==> src/rtl/cp0_pkg.sv <==
// ---------------------------------------------------------------------------
// cp0_pkg : ExcCodes, handler address, scheduler states, exception priority
// Rev 1.0
// ---------------------------------------------------------------------------
`default_nettype none

package cp0_pkg;

  localparam logic [4:0] EXC_INT     = 5'd0;
  localparam logic [4:0] EXC_ADEL    = 5'd4;
  localparam logic [4:0] EXC_ADES    = 5'd5;
  localparam logic [4:0] EXC_SYSCALL = 5'd8;
  localparam logic [4:0] EXC_RI      = 5'd10;
  localparam logic [4:0] EXC_OV      = 5'd12;

  localparam logic [31:0] HANDLER_PC_DEF = 32'h0000_4180;

  typedef enum logic [1:0] {
    ST_IDLE     = 2'd0,
    ST_FLUSH    = 2'd1,
    ST_REDIRECT = 2'd2
  } sched_state_e;

  // Earliest pipeline stage wins; code 0 on a stage means "nothing detected".
  function automatic logic [4:0] exc_select(input logic [4:0] f, input logic [4:0] d,
                                            input logic [4:0] e, input logic [4:0] m);
    if (f != EXC_INT) return f;
    if (d != EXC_INT) return d;
    if (e != EXC_INT) return e;
    return m;
  endfunction

endpackage

`default_nettype wire

==> src/rtl/exc_sched_if.sv <==
// ---------------------------------------------------------------------------
// exc_sched_if : pipeline / CP0 / device signals around the scheduler
// Rev 1.0
// ---------------------------------------------------------------------------
`default_nettype none

interface exc_sched_if #(
  parameter int NUM_IRQ = 6
);
  logic               m_valid;
  logic [31:0]        m_pc;
  logic               m_bd;
  logic [4:0]         f_exc;
  logic [4:0]         d_exc;
  logic [4:0]         e_exc;
  logic [4:0]         m_exc;
  logic               m_eret;
  logic [NUM_IRQ-1:0] irq_in;
  logic [NUM_IRQ-1:0] irq_edge;
  logic [NUM_IRQ-1:0] irq_ack;
  logic               cp0_req;
  logic [31:0]        cp0_epc;

  logic [4:0]         cp0_exc_code;
  logic               cp0_bd;
  logic [31:0]        cp0_vpc;
  logic [NUM_IRQ-1:0] cp0_hwint;
  logic               cp0_exl_clr;
  logic               flush;
  logic               stall;
  logic               redirect;
  logic [31:0]        redirect_pc;

  modport master (
    output m_valid, m_pc, m_bd, f_exc, d_exc, e_exc, m_exc, m_eret,
           irq_in, irq_edge, irq_ack, cp0_req, cp0_epc,
    input  cp0_exc_code, cp0_bd, cp0_vpc, cp0_hwint, cp0_exl_clr,
           flush, stall, redirect, redirect_pc
  );

  modport slave (
    input  m_valid, m_pc, m_bd, f_exc, d_exc, e_exc, m_exc, m_eret,
           irq_in, irq_edge, irq_ack, cp0_req, cp0_epc,
    output cp0_exc_code, cp0_bd, cp0_vpc, cp0_hwint, cp0_exl_clr,
           flush, stall, redirect, redirect_pc
  );
endinterface

`default_nettype wire

==> src/rtl/exc_sched_irq_pending.sv <==
// ---------------------------------------------------------------------------
// irq_pending : IRQ sample + edge/level pending with ack (IRQ_SYNC_EN adds 2-flop sync)
// Rev 1.0
// ---------------------------------------------------------------------------
`default_nettype none

module irq_pending #(
  parameter int NUM_IRQ = 6
) (
  input  wire logic               clk,
  input  wire logic               reset,
  input  wire logic [NUM_IRQ-1:0] irq_in_i,
  input  wire logic [NUM_IRQ-1:0] irq_edge_i,
  input  wire logic [NUM_IRQ-1:0] irq_ack_i,
  output logic      [NUM_IRQ-1:0] pending_o
);

  logic [NUM_IRQ-1:0] samp_d;
  logic [NUM_IRQ-1:0] samp_q;
  logic [NUM_IRQ-1:0] edge_pend_d;
  logic [NUM_IRQ-1:0] edge_pend_q;

`ifdef IRQ_SYNC_EN
  logic [NUM_IRQ-1:0] sync1_q;
  logic [NUM_IRQ-1:0] sync2_q;

  always_ff @(posedge clk) begin
    if (!reset) begin
      sync1_q <= '0;
      sync2_q <= '0;
    end else begin
      sync1_q <= irq_in_i;
      sync2_q <= sync1_q;
    end
  end

  assign samp_d = sync2_q;
`else
  assign samp_d = irq_in_i;
`endif

  // Rising edge is judged on the value entering samp, so set and ack land
  // on the same clock edge and set takes priority.
  always_comb begin
    edge_pend_d = (edge_pend_q & ~irq_ack_i) | (samp_d & ~samp_q);
  end

  always_ff @(posedge clk) begin
    if (!reset) begin
      samp_q      <= '0;
      edge_pend_q <= '0;
    end else begin
      samp_q      <= samp_d;
      edge_pend_q <= edge_pend_d;
    end
  end

  assign pending_o = (irq_edge_i & edge_pend_q) | (~irq_edge_i & samp_q);

endmodule

`default_nettype wire

==> src/rtl/exc_sched.sv <==
// ---------------------------------------------------------------------------
// exc_sched : exception/IRQ gating to CP0 and flush/redirect sequencing
// Optional macro IRQ_SYNC_EN (synchronize irq_in). Rev 1.0
// ---------------------------------------------------------------------------
`default_nettype none

module exc_sched
  import cp0_pkg::*;
#(
  parameter logic [31:0] HANDLER_PC   = HANDLER_PC_DEF,
  parameter int          FLUSH_CYCLES = 2,
  parameter int          NUM_IRQ      = 6
) (
  input wire logic  clk,
  input wire logic  reset,
  exc_sched_if.slave bus
);

  localparam logic [3:0] FLUSH_INIT = 4'(FLUSH_CYCLES - 1);

  sched_state_e       state_q;
  logic [3:0]         cnt_q;
  logic [31:0]        target_q;
  logic               flush_q;
  logic               stall_q;
  logic               redirect_q;

  logic [NUM_IRQ-1:0] pending;
  logic [4:0]         exc_sel;
  logic               present;
  logic               eret_ok;

  irq_pending #(
    .NUM_IRQ (NUM_IRQ)
  ) u_irq_pending (
    .clk        (clk),
    .reset      (reset),
    .irq_in_i   (bus.irq_in),
    .irq_edge_i (bus.irq_edge),
    .irq_ack_i  (bus.irq_ack),
    .pending_o  (pending)
  );

  assign exc_sel = exc_select(bus.f_exc, bus.d_exc, bus.e_exc, bus.m_exc);

  // CP0 only sees exceptions/interrupts against a real M instruction while idle.
  assign present = reset && (state_q == ST_IDLE) && bus.m_valid;
  assign eret_ok = present && bus.m_eret && (exc_sel == EXC_INT) && !bus.cp0_req;

  always_ff @(posedge clk) begin
    if (!reset) begin
      state_q    <= ST_IDLE;
      cnt_q      <= '0;
      target_q   <= HANDLER_PC;
      flush_q    <= 1'b0;
      stall_q    <= 1'b0;
      redirect_q <= 1'b0;
    end else begin
      case (state_q)
        ST_IDLE: begin
          if (bus.cp0_req || eret_ok) begin
            state_q  <= ST_FLUSH;
            cnt_q    <= FLUSH_INIT;
            target_q <= bus.cp0_req ? HANDLER_PC : bus.cp0_epc;
            flush_q  <= 1'b1;
            stall_q  <= 1'b1;
          end
        end
        ST_FLUSH: begin
          if (cnt_q == 4'd0) begin
            state_q    <= ST_REDIRECT;
            flush_q    <= 1'b0;
            redirect_q <= 1'b1;
          end else begin
            cnt_q <= cnt_q - 4'd1;
          end
        end
        ST_REDIRECT: begin
          state_q    <= ST_IDLE;
          redirect_q <= 1'b0;
          stall_q    <= 1'b0;
        end
        default: begin
          state_q    <= ST_IDLE;
          flush_q    <= 1'b0;
          stall_q    <= 1'b0;
          redirect_q <= 1'b0;
        end
      endcase
    end
  end

  assign bus.cp0_exc_code = present ? exc_sel : 5'd0;
  assign bus.cp0_bd       = present && bus.m_bd;
  assign bus.cp0_vpc      = reset ? bus.m_pc : 32'd0;
  assign bus.cp0_hwint    = present ? pending : '0;
  assign bus.cp0_exl_clr  = eret_ok;
  assign bus.flush        = flush_q;
  assign bus.stall        = stall_q;
  assign bus.redirect     = redirect_q;
  assign bus.redirect_pc  = target_q;

endmodule

`default_nettype wire

==> src/flat_wrapper.sv <==
// flat-port wrapper written by rule: the top's interface ports become plain ports
module exc_sched_flat import cp0_pkg::*;
#(
  parameter logic [31:0] HANDLER_PC   = HANDLER_PC_DEF,
  parameter int          FLUSH_CYCLES = 2,
  parameter int          NUM_IRQ      = 6
)
  (clk, reset, bus_m_valid, bus_m_pc, bus_m_bd, bus_f_exc, bus_d_exc, bus_e_exc, bus_m_exc, bus_m_eret, bus_irq_in, bus_irq_edge, bus_irq_ack, bus_cp0_req, bus_cp0_epc, bus_cp0_exc_code, bus_cp0_bd, bus_cp0_vpc, bus_cp0_hwint, bus_cp0_exl_clr, bus_flush, bus_stall, bus_redirect, bus_redirect_pc);
  exc_sched_if #(.NUM_IRQ(NUM_IRQ)) bus_i ();
  input wire logic clk;
  input wire logic reset;
  input wire logic [$bits(bus_i.m_valid)-1:0] bus_m_valid;
  input wire logic [$bits(bus_i.m_pc)-1:0] bus_m_pc;
  input wire logic [$bits(bus_i.m_bd)-1:0] bus_m_bd;
  input wire logic [$bits(bus_i.f_exc)-1:0] bus_f_exc;
  input wire logic [$bits(bus_i.d_exc)-1:0] bus_d_exc;
  input wire logic [$bits(bus_i.e_exc)-1:0] bus_e_exc;
  input wire logic [$bits(bus_i.m_exc)-1:0] bus_m_exc;
  input wire logic [$bits(bus_i.m_eret)-1:0] bus_m_eret;
  input wire logic [$bits(bus_i.irq_in)-1:0] bus_irq_in;
  input wire logic [$bits(bus_i.irq_edge)-1:0] bus_irq_edge;
  input wire logic [$bits(bus_i.irq_ack)-1:0] bus_irq_ack;
  input wire logic [$bits(bus_i.cp0_req)-1:0] bus_cp0_req;
  input wire logic [$bits(bus_i.cp0_epc)-1:0] bus_cp0_epc;
  output wire logic [$bits(bus_i.cp0_exc_code)-1:0] bus_cp0_exc_code;
  output wire logic [$bits(bus_i.cp0_bd)-1:0] bus_cp0_bd;
  output wire logic [$bits(bus_i.cp0_vpc)-1:0] bus_cp0_vpc;
  output wire logic [$bits(bus_i.cp0_hwint)-1:0] bus_cp0_hwint;
  output wire logic [$bits(bus_i.cp0_exl_clr)-1:0] bus_cp0_exl_clr;
  output wire logic [$bits(bus_i.flush)-1:0] bus_flush;
  output wire logic [$bits(bus_i.stall)-1:0] bus_stall;
  output wire logic [$bits(bus_i.redirect)-1:0] bus_redirect;
  output wire logic [$bits(bus_i.redirect_pc)-1:0] bus_redirect_pc;
  assign bus_i.m_valid = bus_m_valid;
  assign bus_i.m_pc = bus_m_pc;
  assign bus_i.m_bd = bus_m_bd;
  assign bus_i.f_exc = bus_f_exc;
  assign bus_i.d_exc = bus_d_exc;
  assign bus_i.e_exc = bus_e_exc;
  assign bus_i.m_exc = bus_m_exc;
  assign bus_i.m_eret = bus_m_eret;
  assign bus_i.irq_in = bus_irq_in;
  assign bus_i.irq_edge = bus_irq_edge;
  assign bus_i.irq_ack = bus_irq_ack;
  assign bus_i.cp0_req = bus_cp0_req;
  assign bus_i.cp0_epc = bus_cp0_epc;
  assign bus_cp0_exc_code = bus_i.cp0_exc_code;
  assign bus_cp0_bd = bus_i.cp0_bd;
  assign bus_cp0_vpc = bus_i.cp0_vpc;
  assign bus_cp0_hwint = bus_i.cp0_hwint;
  assign bus_cp0_exl_clr = bus_i.cp0_exl_clr;
  assign bus_flush = bus_i.flush;
  assign bus_stall = bus_i.stall;
  assign bus_redirect = bus_i.redirect;
  assign bus_redirect_pc = bus_i.redirect_pc;
  exc_sched #(.HANDLER_PC(HANDLER_PC), .FLUSH_CYCLES(FLUSH_CYCLES), .NUM_IRQ(NUM_IRQ)) u_core (.clk(clk), .reset(reset), .bus(bus_i));
endmodule
==> config.mk <==
export PLATFORM = sky130hd
export DESIGN_NAME = exc_sched_flat
export DESIGN_NICKNAME = d
export VERILOG_FILES = /design/src/rtl/cp0_pkg.sv /design/src/rtl/exc_sched_if.sv /design/src/rtl/exc_sched_irq_pending.sv /design/src/rtl/exc_sched.sv /design/src/flat_wrapper.sv
export SDC_FILE = /design/constraint.sdc
export NUM_CORES = 1
export LEC_CHECK = 0
export ABC_AREA = 1
export ABC_CLOCK_PERIOD_IN_PS = 4080
export CORE_ASPECT_RATIO = 1.25
export CORE_MARGIN = 2
export CORE_UTILIZATION = 50
export CTS_BUF_LIST = sky130_fd_sc_hd__clkbuf_2 sky130_fd_sc_hd__clkbuf_4 sky130_fd_sc_hd__clkbuf_8
export CTS_CLUSTER_SIZE = 24
export DETAILED_ROUTE_END_ITERATION = 8
export DONT_BUFFER_PORTS = 1
export SLEW_MARGIN = 20
export SYNTH_ARGS = -nofsm -noshare
export SYNTH_HDL_FRONTEND = slang
export SYNTH_SLANG_ARGS = --single-unit
==> constraint.sdc <==
create_clock -name clk -period 4.08 [get_ports clk]
set_input_delay 0.816 -clock clk [delete_from_list [all_inputs] [get_ports clk]]
set_output_delay 0.816 -clock clk [all_outputs]
set_load 0.02 [all_outputs]
[After elaboration in Yosys (flattened, before gate mapping)]
Index checks and enable logic that the tools add are counted.
W data, S select, Z words.
Word-level totals
  bits in registers: 53
  latch bits: 0
  RAM bits: 0
  bits in read-only memories: 0
  input bits: 108
  output and inout port bits: 80
  word-level logic and storage cells: 75
  memories: 0
Cells by class
  add/sub/neg operators: 1
  $mul: 0
  divide/modulo/power cells: 0
  magnitude comparators: 0
  equality and inequality tests: 5
  shifts and indexed selects: 0
  muxes and demuxes: 28
  bitwise gates (word level): 12
  reduce and logical (&&, ||, !) cells: 21
Operators by type and width (number)
  $mux W32: 2
  $mux W5: 7
  $and A6 B6 Y6: 4
  $not A6 Y6: 3
  $reduce_bool A5 Y1: 3
  $or A6 B6 Y6: 2
  $mux W1: 9
  $mux W4: 2
  $pmux W4 S2: 1
  $reduce_and A2 Y1: 4
  $logic_and A1 B1 Y1: 6
  $mux W6: 1
  $reduce_and A3 Y1: 2
  $logic_not A5 Y1: 1
  $logic_not A4 Y1: 1
  $mux W2: 2
  $ne A2 B2 Y1 const B: 2
  $pmux W1 S2: 2
  $pmux W2 S2: 1
  $sub A4 B1 Y4 const B: 1
  $not A1 Y1: 3
  $pmux W1 S3: 1
  $eq A2 B1 Y1 const B: 1
  $eq A2 B2 Y1 const B: 1
  5 further kinds: 5

[Longest topological paths before layout]
  depth in word-level cells: 14
  gate-level depth with buffers: 15
  depth with buffers taken out: 14

[By module]
Synthesis repeated with hierarchy kept, for this count alone.
Second synthesis, totals
  cells, all modules: 418
  area, all modules: 2881.5 µm²
By module, submodules not included
  exc_sched: times used 1, cells an instance 350, area an instance 2354.8 µm², seq. area each 820.8 µm²
  irq_pending: times used 1, cells an instance 68, area an instance 526.8 µm², seq. area each 240.2 µm²

[Least setup slack after synthesis]
Ideal clock, no wire load.
  path type: input -> output
  start: input bus_d_exc[2]
  end: output bus_cp0_exl_clr
  data arrival time: 1.818 ns
  data required time: 3.264 ns
  slack: 1.446 ns
  stages: 11
  path buffers: 1
  cells stage by stage: inv_1 > nand3_1 > nor3_2 > nand2_1 > nand2_1 > nand2_1 > nand2_1 > nor2_1 > nand3_2 > nor2_1 > buf_2
On the way
  word-level cells in the longest chain between the ends: 9
  elaborated cells between the ends (all ways): 11
  classes of those cells: 7 x mux; 4 x reduce/logical
Ends and longest elaborated chain
  from (decl): line flat_wrapper.sv:16  | input wire logic [$bits(bus_i.d_exc)-1:0] bus_d_exc;
  $reduce_bool A5 Y1: line cp0_pkg.sv:28  | if (d != EXC_INT) return d;
  $mux W5: line cp0_pkg.sv:28
  $mux W5: line cp0_pkg.sv:29  | if (e != EXC_INT) return e;
  $mux W5: line cp0_pkg.sv:30  | return m;
  $mux W5 (*): line cp0_pkg.sv:29
  $mux W5 (*): line cp0_pkg.sv:28
  $logic_not A5 Y1 (*): line exc_sched.sv:48  | assign eret_ok = present && bus.m_eret && (exc_sel == EXC_INT) && !bus.cp0_req;
  $logic_and A1 B1 Y1 (*) (2 in a row): line exc_sched.sv:48
  to (decl): line flat_wrapper.sv:29  | output wire logic [$bits(bus_i.cp0_exl_clr)-1:0] bus_cp0_exl_clr;
Every way passes the cells marked *; elsewhere a longest branch is shown, timed or not. The select of a mux whose other input is x is not followed.

[Worst setup path after layout]
  start: register u_core.state_q[0]
  end: output bus_cp0_exc_code[4]
On the way
  word-level cells in the longest chain between the ends: 4
Ends and longest elaborated chain
  from (decl): line exc_sched.sv:21  | sched_state_e state_q;
  from (signal assigned): line exc_sched.sv:52  | state_q <= ST_IDLE;
  from (signal assigned): line exc_sched.sv:62  | state_q <= ST_FLUSH;
  from (signal assigned): line exc_sched.sv:71  | state_q <= ST_REDIRECT;
  $logic_not A2 Y1: line exc_sched.sv:47  | assign present = reset && (state_q == ST_IDLE) && bus.m_valid;
  $logic_and A1 B1 Y1 (2 in a row): line exc_sched.sv:47
  $mux W5: line exc_sched.sv:93  | assign bus.cp0_exc_code = present ? exc_sel : 5'd0;
  to (decl): line flat_wrapper.sv:25  | output wire logic [$bits(bus_i.cp0_exc_code)-1:0] bus_cp0_exc_code;
No other way between the ends.

==> impl_metrics.json <==
{
  "nFillCells": 540,
  "ys_top_cells_by_area": "dfxtp_1 41%, nand2_1 18%, inv_1 9.3%",
  "worstHoldStart": "u_core.u_irq_pending.samp_q[3]",
  "yosysTopAreaCell": "dfxtp_1",
  "grt.busiest_layer": "met2",
  "setup_viol": 0,
  "drv_slew": 0,
  "synth.avg_cell_area_sq_um": 6.80,
  "crit-reg2reg-launch": "u_core.state_q[0]",
  "grt_max_degree": 55,
  "worstSkewPairLatency_ns": 0.31,
  "cpLargestDelayFamily": "simple AND/OR/NAND/NOR gates",
  "ir_worst_vdd_v": 0.000325,
  "synth_area_sq_mm": 0.00260,
  "status": "finished, final reports clean",
  "rows": 29,
  "cp.buffers_inverters": 0,
  "vias": 2303,
  "ys_seq_elements": 53,
  "grt-ovfl-total": 0,
  "cp_max_fo": 12,
  "period_share_pct": 67.9,
  "place_congestion": 0.892,
  "setup_tns_ns": 0,
  "hold_viol_final": 0,
  "synth_nets": 492,
  "antenna-diode-count": 0,
  "setup.worst_path.start_class": "flop",
  "clk_pin_slew_ns": 0.10,
  "hold_path_class": "flop to flop",
  "criticalPathCategory": "flop to output pin",
  "stdcell_count": 436,
  "yosysSeqAreaShare_pct": 40.9,
  "hpwl_mm": 4.75,
  "use_met2_pct": 37.2,
  "place_inst": 428,
  "slowest_stage": "a21oi_1",
  "antenna_found_initial": 0,
  "htreeDepth": 2,
  "path_cells": "nor2_2 -> nand3_1 -> a21oi_1",
  "pwr_density_cell_mw_per_mm2": 396,
  "viasPerCell": 5.28,
  "ioPinCount": 188,
  "numPortBuffers": 0,
  "timing.max_cap.violations": 0,
  "mostFrequentLayoutCells": "127 x nand2_1, 64 x inv_1, 53 x dfxtp_1",
  "cts_sinks": 53,
  "synthCells": 382,
  "grt_pass1_vias": 2018,
  "cts_root_buf": "clkbuf_8",
  "drtIter0Drc": 114,
  "drc": 0,
  "critPathMaxStageDelay_ns": 0.58,
  "skew_ns": 0.0127,
  "post_cts_resized": 0,
  "ant_nets": 0,
  "cp.arrival_ns": 1.95,
  "track_usage_pct": 21.8,
  "grt_pass1_wl_mm": 9.52,
  "netlist.area_leader.share_pct": 40.9,
  "wl_per_cell_um": 14.4,
  "die_h_um": 84.6,
  "initial_core_util_pct": 51.5,
  "yosysUniqueCellTypes": 27,
  "yosysWarnings": 0,
  "die_x_um": 68.5,
  "p_leak_nw": 1.32,
  "fin_nets": 483,
  "max_freq_ghz": 0.361,
  "globalRouteMet3Util_pct": 8.31,
  "post-cts-setup-buffers": 0,
  "numCtsBuffers": 5,
  "rsz0062_at_grt": "no",
  "max-slew-margin-rel_pct": 55.5,
  "use_met1_pct": 23.0,
  "tightestPinTransition_ns": 0.666,
  "cts_tree": "yes",
  "worstPathRequired_ns": 3.26,
  "firstDrtPassIters": 4,
  "clockBufferDepth": 2,
  "end_kind": "output pin",
  "final_common_cell": "nand2_1",
  "final_layout_size_suffix_gt1_share_pct": 10.4,
  "wl_mm": 6.26,
  "ctsHoldBuffers": 0,
  "min_period_ns": 2.77,
  "area_growth_pct": 4.29,
  "startpoint": "u_core.state_q[0]",
  "die_area_sq_mm": 0.00579,
  "core_area_sq_mm": 0.00504
}
Yosys cell counts:
library cell  count
nor2_2            3
buf_2             5
inv_1            64
o22ai_1           6
nor3_2            2
a31oi_1           1
nand3_1           8
a21oi_1          34
o21ai_1           1
clkbuf_1         10
dfxtp_1          53
nor4_1            1
nor3_1            4
o21ai_0           4
a21oi_2          10
buf_8             1
xnor2_1           1
buf_6             1
nand4_1           6
nand2_2          10
mux2i_1           6
nand2_4           2
nand2_1         127
ha_1              2
clkinv_1          1
nor2_1           18
nand3_2           1
layout make-up:
class	count	area [sq um]	area share (%)
multi-input combinational	247	1200	44.5
sequential	53	1060	39.2
inverter	65	244	9.01
tap	62	77.6	2.87
clock buffer	5	68.8	2.54
clock inverter	3	43.8	1.62
timing repair buffer	1	7.51	0.277
flip-flops by register name, indices dropped and copies added (netlist names):
| signal | cells |
|---|---|
| u_core.bus.flush | 1 |
| u_core.bus.redirect | 1 |
| u_core.bus.redirect_pc | 32 |
| u_core.bus.stall | 1 |
| u_core.cnt_q | 4 |
| u_core.state_q | 2 |
| u_core.u_irq_pending.edge_pend_q | 6 |
| u_core.u_irq_pending.samp_q | 6 |
worst paths after layout:
path,end,slack [ns],cells past startpoint
max,bus_cp0_exc_code[4],1.31,3
min,u_core.u_irq_pending.edge_pend_q[3],0.46,1
max reg2reg,u_core.bus.redirect_pc[25],1.91,8
min reg2reg,u_core.u_irq_pending.edge_pend_q[3],0.46,1
stage by stage:
stage / util [%] / worst slack [ns] / hold WS (ns) / power (mW) / cell area [sq um]
after detailed placement: 51.5 / 1.34 / 0.447 / 0.725 / 2590
after global routing: 53.7 / 1.12 / 0.486 / 1.13 / 2710
final: 53.7 / 1.31 / 0.458 / 1.07 / 2710
after floorplan: - / 1.45 / 0.430 / 0.716 / 2600
after global placement: 51.5 / 1.37 / 0.442 / 0.725 / 2590
after CTS: 53.7 / 1.33 / 0.461 / 1.08 / 2710
power breakdown:
part           switching [mW]  leakage (nW)  internal, mW
registers              0.0172         0.432         0.537
logic                   0.113         0.831        0.0451
clock network           0.176        0.0585         0.184
total                   0.306          1.32         0.766
metal layers:
layer / up-vias / part of all wire, % / routed length [um]
li1: 1156 / - / -
met1: 1002 / 37 / 2310
met2: 130 / 49 / 3090
met3: 15 / 11 / 682
met4: 0 / 2.9 / 182
met5: - / 0 / 0
cell families (layout without fill, tap and decap cells):
| group | after synthesis | in the layout | share of synthesized area, % |
|---|---|---|---|
| compound gates | 56 | 56 | 12.6 |
| xor+xnor | 1 | 1 | 0.337 |
| fa+ha+maj | 2 | 2 | 0.964 |
| buf+inv | 82 | 74 | 12.8 |
| flops | 53 | 53 | 40.9 |
| mux | 6 | 6 | 2.31 |
| simple gates | 182 | 182 | 30.1 |
Power figures use the tool's default switching activity.
